--- src/rtl/wb_pkg.sv ---
// Shared definitions for the register-file writeback queue.
// The XZR register number and the default-width queue entry.
package wb_pkg;

    localparam logic [4:0] XZR   = 5'd31;
    localparam int         WB_AW = 5;
    localparam int         WB_DW = 64;

    typedef struct packed {
        logic [WB_AW-1:0] rd;
        logic [WB_DW-1:0] data;
    } wb_entry_t;

endpackage

--- src/rtl/wb_fwd_match.sv ---
// Youngest-match search over the occupied queue slots, oldest (head) to youngest.
// Purely combinational; the last matching slot in age order wins.
module wb_fwd_match
    import wb_pkg::*;
#(
    parameter int DEPTH = 4,
    parameter int DW    = 64,
    parameter int AW    = 5
) (
    input  logic [AW-1:0]              rdArr   [DEPTH],
    input  logic [DW-1:0]              dataArr [DEPTH],
    input  logic [$clog2(DEPTH)-1:0]   head,
    input  logic [$clog2(DEPTH):0]     count,
    input  logic [AW-1:0]              look,
    output logic                       hit,
    output logic [DW-1:0]              data
);

    localparam int PW = $clog2(DEPTH);
    localparam int CW = PW + 1;

    logic [PW-1:0]    slotIdx [DEPTH];
    logic [DEPTH-1:0] match;
    logic             lookIsXzr;

    assign lookIsXzr = (look == AW'(XZR));

    // Slot gi holds the entry that is gi places younger than the head.
    generate
        for (genvar gi = 0; gi < DEPTH; gi++) begin : g_slot
            assign slotIdx[gi] = head + PW'(gi);
            assign match[gi]   = (CW'(gi) < count) && (rdArr[slotIdx[gi]] == look) && !lookIsXzr;
        end
    endgenerate

    always_comb begin
        hit  = 1'b0;
        data = '0;
        for (int i = 0; i < DEPTH; i++) begin
            if (match[i]) begin
                hit  = 1'b1;
                data = dataArr[slotIdx[i]];
            end
        end
    end

endmodule

--- src/rtl/writeback_queue.sv ---
// In-order writeback queue between the ALU/memory stages and the register file.
// One accept (memory first) and one retire per cycle, with operand forwarding.
module writeback_queue
    import wb_pkg::*;
#(
    parameter int DEPTH = 4,
    parameter int DW    = 64,
    parameter int AW    = 5
) (
    input  logic                     Clk,
    input  logic                     ResetL,
    input  logic                     AluValid,
    output logic                     AluReady,
    input  logic [AW-1:0]            AluRd,
    input  logic [DW-1:0]            AluData,
    input  logic                     MemValid,
    output logic                     MemReady,
    input  logic [AW-1:0]            MemRd,
    input  logic [DW-1:0]            MemData,
    input  logic                     WrStall,
    output logic                     RegWr,
    output logic [AW-1:0]            RW,
    output logic [DW-1:0]            BusW,
    input  logic [AW-1:0]            LookA,
    input  logic [AW-1:0]            LookB,
    output logic                     FwdHitA,
    output logic                     FwdHitB,
    output logic [DW-1:0]            FwdDataA,
    output logic [DW-1:0]            FwdDataB,
    output logic [$clog2(DEPTH):0]   Count
);

    localparam int PW = $clog2(DEPTH);
    localparam int CW = PW + 1;

    logic [AW-1:0] entryRd   [DEPTH];
    logic [DW-1:0] entryData [DEPTH];
    logic [PW-1:0] headReg;
    logic [PW-1:0] tailReg;
    logic [CW-1:0] countReg;

    logic          notFull;
    logic          notEmpty;
    logic          memFire;
    logic          aluFire;
    logic          push;
    logic          pop;
    logic [AW-1:0] pushRd;
    logic [DW-1:0] pushData;

    assign notFull  = (countReg < CW'(DEPTH));
    assign notEmpty = (countReg != '0);

    // Ready depends only on the pre-edge count, so a full queue never passes through.
    assign MemReady = notFull;
    assign AluReady = notFull & ~MemValid;
    assign memFire  = MemValid & MemReady;
    assign aluFire  = AluValid & AluReady;

    assign pushRd   = memFire ? MemRd   : AluRd;
    assign pushData = memFire ? MemData : AluData;
    // Writes to XZR complete the handshake but never occupy a slot.
    assign push     = (memFire | aluFire) && (pushRd != AW'(XZR));

    assign RegWr = notEmpty & ~WrStall;
    assign pop   = RegWr;
    assign RW    = notEmpty ? entryRd[headReg]   : '0;
    assign BusW  = notEmpty ? entryData[headReg] : '0;
    assign Count = countReg;

    always_ff @(posedge Clk) begin
        if (!ResetL) begin
            headReg  <= '0;
            tailReg  <= '0;
            countReg <= '0;
        end else begin
            if (push) begin
                tailReg <= tailReg + PW'(1);
            end
            if (pop) begin
                headReg <= headReg + PW'(1);
            end
            countReg <= countReg + CW'(push) - CW'(pop);
        end
    end

    // Entry storage needs no reset: only slots inside [head, head+count) are ever read.
    always_ff @(posedge Clk) begin
        if (push) begin
            entryRd[tailReg]   <= pushRd;
            entryData[tailReg] <= pushData;
        end
    end

    wb_fwd_match #(.DEPTH(DEPTH), .DW(DW), .AW(AW)) u_fwdA (
        .rdArr   (entryRd),
        .dataArr (entryData),
        .head    (headReg),
        .count   (countReg),
        .look    (LookA),
        .hit     (FwdHitA),
        .data    (FwdDataA)
    );

    wb_fwd_match #(.DEPTH(DEPTH), .DW(DW), .AW(AW)) u_fwdB (
        .rdArr   (entryRd),
        .dataArr (entryData),
        .head    (headReg),
        .count   (countReg),
        .look    (LookB),
        .hit     (FwdHitB),
        .data    (FwdDataB)
    );

endmodule

--- config.mk ---
export PLATFORM = sky130hd
export DESIGN_NAME = writeback_queue
export DESIGN_NICKNAME = d
export VERILOG_FILES = /design/src/rtl/wb_pkg.sv /design/src/rtl/wb_fwd_match.sv /design/src/rtl/writeback_queue.sv
export SDC_FILE = /design/constraint.sdc
export NUM_CORES = 1
export LEC_CHECK = 0
export ABC_AREA = 1
export CORE_MARGIN = 5
export CORE_UTILIZATION = 35
export DETAILED_ROUTE_END_ITERATION = 12
export SLEW_MARGIN = 10
export SYNTH_ARGS = -nofsm -noshare
export SYNTH_HDL_FRONTEND = slang
export SYNTH_HIERARCHICAL = 1
export SYNTH_SLANG_ARGS = --single-unit
--- constraint.sdc ---
create_clock -name Clk -period 7.15 [get_ports Clk]
set_input_delay 1.43 -clock Clk [delete_from_list [all_inputs] [get_ports Clk]]
set_output_delay 1.43 -clock Clk [all_outputs]
set_load 0.02 [all_outputs]
==> results.py <==
metrics = {
    "status": {
        "status": "finished, final reports clean",
    },
    "floorplan": {
        "die_w_um": 302.7,
        "start_util_pct": 35.23,
        "num_rows": 107,
        "die_h_um": 302.7,
        "die-area_um2": 91650,
        "ios": 358,
        "coreArea_um2": 85150,
    },
    "place": {
        "port_buffers": 357,
        "dpl.hpwl_um": 77910,
        "dpl_worst_slack_ps": 1026,
        "dp.cells": 5845,
        "place_area_um2": 34030,
        "gp_congestion": 0.8582,
    },
    "logic_synthesis": {
        "syn_nets": 4850,
        "synth_top_area_share_pct": 27.63,
        "avgSynthCellArea_um2": 6.395,
        "synth_edf_count": 276,
        "synth_common_cells": "1141 x nand2_1, 803 x o21ai_0, 708 x nor2_1",
        "yosys.area.top_type": "edfxtp_1",
        "ys_ff_latch": 283,
        "synth_area_leaders": "edfxtp_1 28%, nand2_1 14%, o21ai_0 13%, nor2_1 8.9%, mux2i_1 8.5%",
        "synthArstFlopShare_pct": 0,
        "yosys_warnings": 6,
        "ys_types": 27,
        "ys_seq_area_share_pct": 28.10,
        "synth_ff_type": "edfxtp_1",
        "yosysMostFrequentCell": "nand2_1",
        "netlist_area_um2": 29990,
        "syn_inst": 4690,
    },
    "timing": {
        "fin_crit_sh_pct": 90.18,
        "worstMarginPinSlew_ps": 1136,
        "finalSetupViolCount": 0,
        "relSlewSlack_pct": 24.24,
        "clock_skew_ps": 25.00,
        "whs_ps": 531.6,
        "tns_ps": 0,
        "slew_viol_final": 0,
        "hold_viol_final": 0,
        "min_period_ps": 6448,
        "rsz0062_at_grt": "false",
        "fmax_mhz": 155.1,
        "layout_setup_ws_ps": 702.5,
    },
    "final_layout": {
        "fin_util_pct": 41.43,
        "fin_cells": 5915,
        "multi_input_area_um2": 19070,
        "ff_latch_area_um2": 8436,
        "fillers": 8928,
        "design_area_um2": 35280,
        "drive_gt1_share_pct": 5.932,
        "antenna_cells": 0,
        "fin_nets": 4902,
        "syn2layout_area_growth_pct": 17.62,
    },
    "critical_path": {
        "arrival_ps": 5020,
        "critPathKind": "flip-flop to output pin",
        "crit_fanout": 80,
        "start_kind": "flip-flop",
        "worst-r2r-cell-count": 10,
        "required_ps": 5720,
        "endpoint_kind": "output pin",
    },
    "routing": {
        "vias_per_cell": 5.671,
        "drtIter0Drc": 3460,
        "num_vias": 33546,
        "first_pass_iters": 6,
        "wl_per_cell_um": 21.00,
        "drc_errors": 0,
        "drt_wl_total_um": 124200,
        "antenna_left": 0,
    },
    "pwr": {
        "p_per_area_nw_per_um2": 384.9,
        "ir_drop_v": 0.0003668,
        "switching_share_pct": 53.86,
        "switchingPower_mw": 7.313,
        "total_power_mw": 13.58,
        "leakagePower_nw": 13.91,
        "p_clk_share_pct": 14.2,
        "pwr-share-seq_pct": 20.0,
        "combPwrFrac_pct": 65.9,
        "p_int_mw": 6.265,
    },
    "clock_tree": {
        "post_cts_buffers": 0,
        "htree_levels": 2,
        "cts_resized": 0,
        "hold_buffers": 0,
        "cts-root-buf": "clkbuf_16",
        "clk_pin_slew_worst_paths_ps": 50,
        "cts_tree": "yes",
        "clockBufferDepth": 3,
        "insertion_delay_ps": 570,
        "clkSinkCount": 283,
        "cts_made_buffers": 39,
    },
    "global_route": {
        "grt_pass1_wl_um": 181900,
        "grt_pass1_vias": 30186,
        "antenna_found_initial": 1,
        "grt.total_usage_pct": 25.66,
        "grt_max_degree": 201,
        "grt_overflow": 0,
    },
    "flow_run": {
        "cap_violations": 0,
    },
    "worst_hold_path": {
        "hp-class": "flip-flop to flip-flop",
        "hold_path_depth": 2,
    },
}
[critical path, cell delays in order, from the launching register on]
cell             delay [ps]
dfxtp_4                 930
buf_4                   730
buf_4                   830
mux2i_1                 220
o21ai_0                 240
nand4_1                 120
nand2_1                 100
nand3_1                  90
a21oi_1                 340
clkdlybuf4s50_1         760
[path summary, 6_finish.rpt]
| path | start | to | slack, ps |
|---|---|---|---|
| worst max-delay path | headReg[0]$_SDFFE_PN0P_ | FwdDataA[12] | 700 |
| worst min-delay path | tailReg[1]$_SDFFE_PN0P_ | tailReg[1]$_SDFFE_PN0P_ | 530 |
| worst max register to register | Count[2]$_SDFF_PN0_ | entryData[97]$_DFFE_PP_ | 3530 |
| worst min register to register | tailReg[1]$_SDFFE_PN0P_ | tailReg[1]$_SDFFE_PN0P_ | 530 |
[layer usage]
| metal | global-route usage [%] | share of wire, % | wire [µm] | vias up |
|---|---|---|---|---|
| met2 | 42.66 | 46 | 56820 | 1641 |
| li1 | - | - | - | 16151 |
| met1 | 33.19 | 40 | 50280 | 15457 |
| met5 | 0 | 0 | 0 | - |
| met4 | 9.764 | 4.0 | 4972 | 0 |
| met3 | 4.837 | 9.8 | 12120 | 297 |
[cell families (layout without fill, tap and decap cells)]
kind of cell               count (synthesis)  in the layout  share of synthesized area, %
and+or+nand+nor                         2350           2350                         32.70
AOI/OAI and AO/OA                       1126           1126                         18.79
buffers and inverters                    601            682                         9.061
muxes                                    320            320                         10.95
DFF                                      283            283                         28.10
adders and majority gates                  7              7                        0.3170
xor gates and xnor gates                   3              3                       0.08762
[layout by cell type, fill, tap and decap left out, types with 4 or more instances in the layout]
| cell | n |
|---|---|
| dfxtp_1 | 5 |
| mux2_2 | 64 |
| nand2_1 | 1141 |
| nand3_1 | 222 |
| inv_4 | 4 |
| o21ai_1 | 118 |
| clkinv_2 | 17 |
| clkbuf_16 | 41 |
| a21oi_1 | 203 |
| nor2_4 | 16 |
| edfxtp_1 | 276 |
| mux2i_1 | 256 |
| nand3_4 | 4 |
| buf_4 | 86 |
| buf_12 | 23 |
| o21ai_0 | 803 |
| clkinv_1 | 4 |
| nor2_1 | 694 |
| clkdlybuf4s50_1 | 331 |
| inv_1 | 162 |
| nand4_1 | 258 |
| ha_1 | 6 |
| or2_2 | 4 |
[area by class of cell]
type                       count  area share [%]
clock buffer                  44           2.940
clock inverter                26          0.6064
inverter                     172           1.908
multi-input combinational   3806           54.05
sequential                   283           23.91
tap                         1144           4.057
timing repair buffer         440           12.53
[state kept, by name (all words and copies together), names as in the netlist]
register	count
Count	3
entryData	256
entryRd	20
headReg	2
tailReg	2
[power groups by stage]
stage,logic [mW],registers (mW),clock network (mW)
2_1_floorplan,5.71,2.60,0
3_3_place_gp,8.73,2.73,0
3_5_place_dp,8.78,2.74,0
4_1_cts,8.82,2.71,1.96
5_1_grt,9.68,2.77,2.02
6_report,8.94,2.71,1.92
Note: power is estimated with default switching activity, not from simulation.
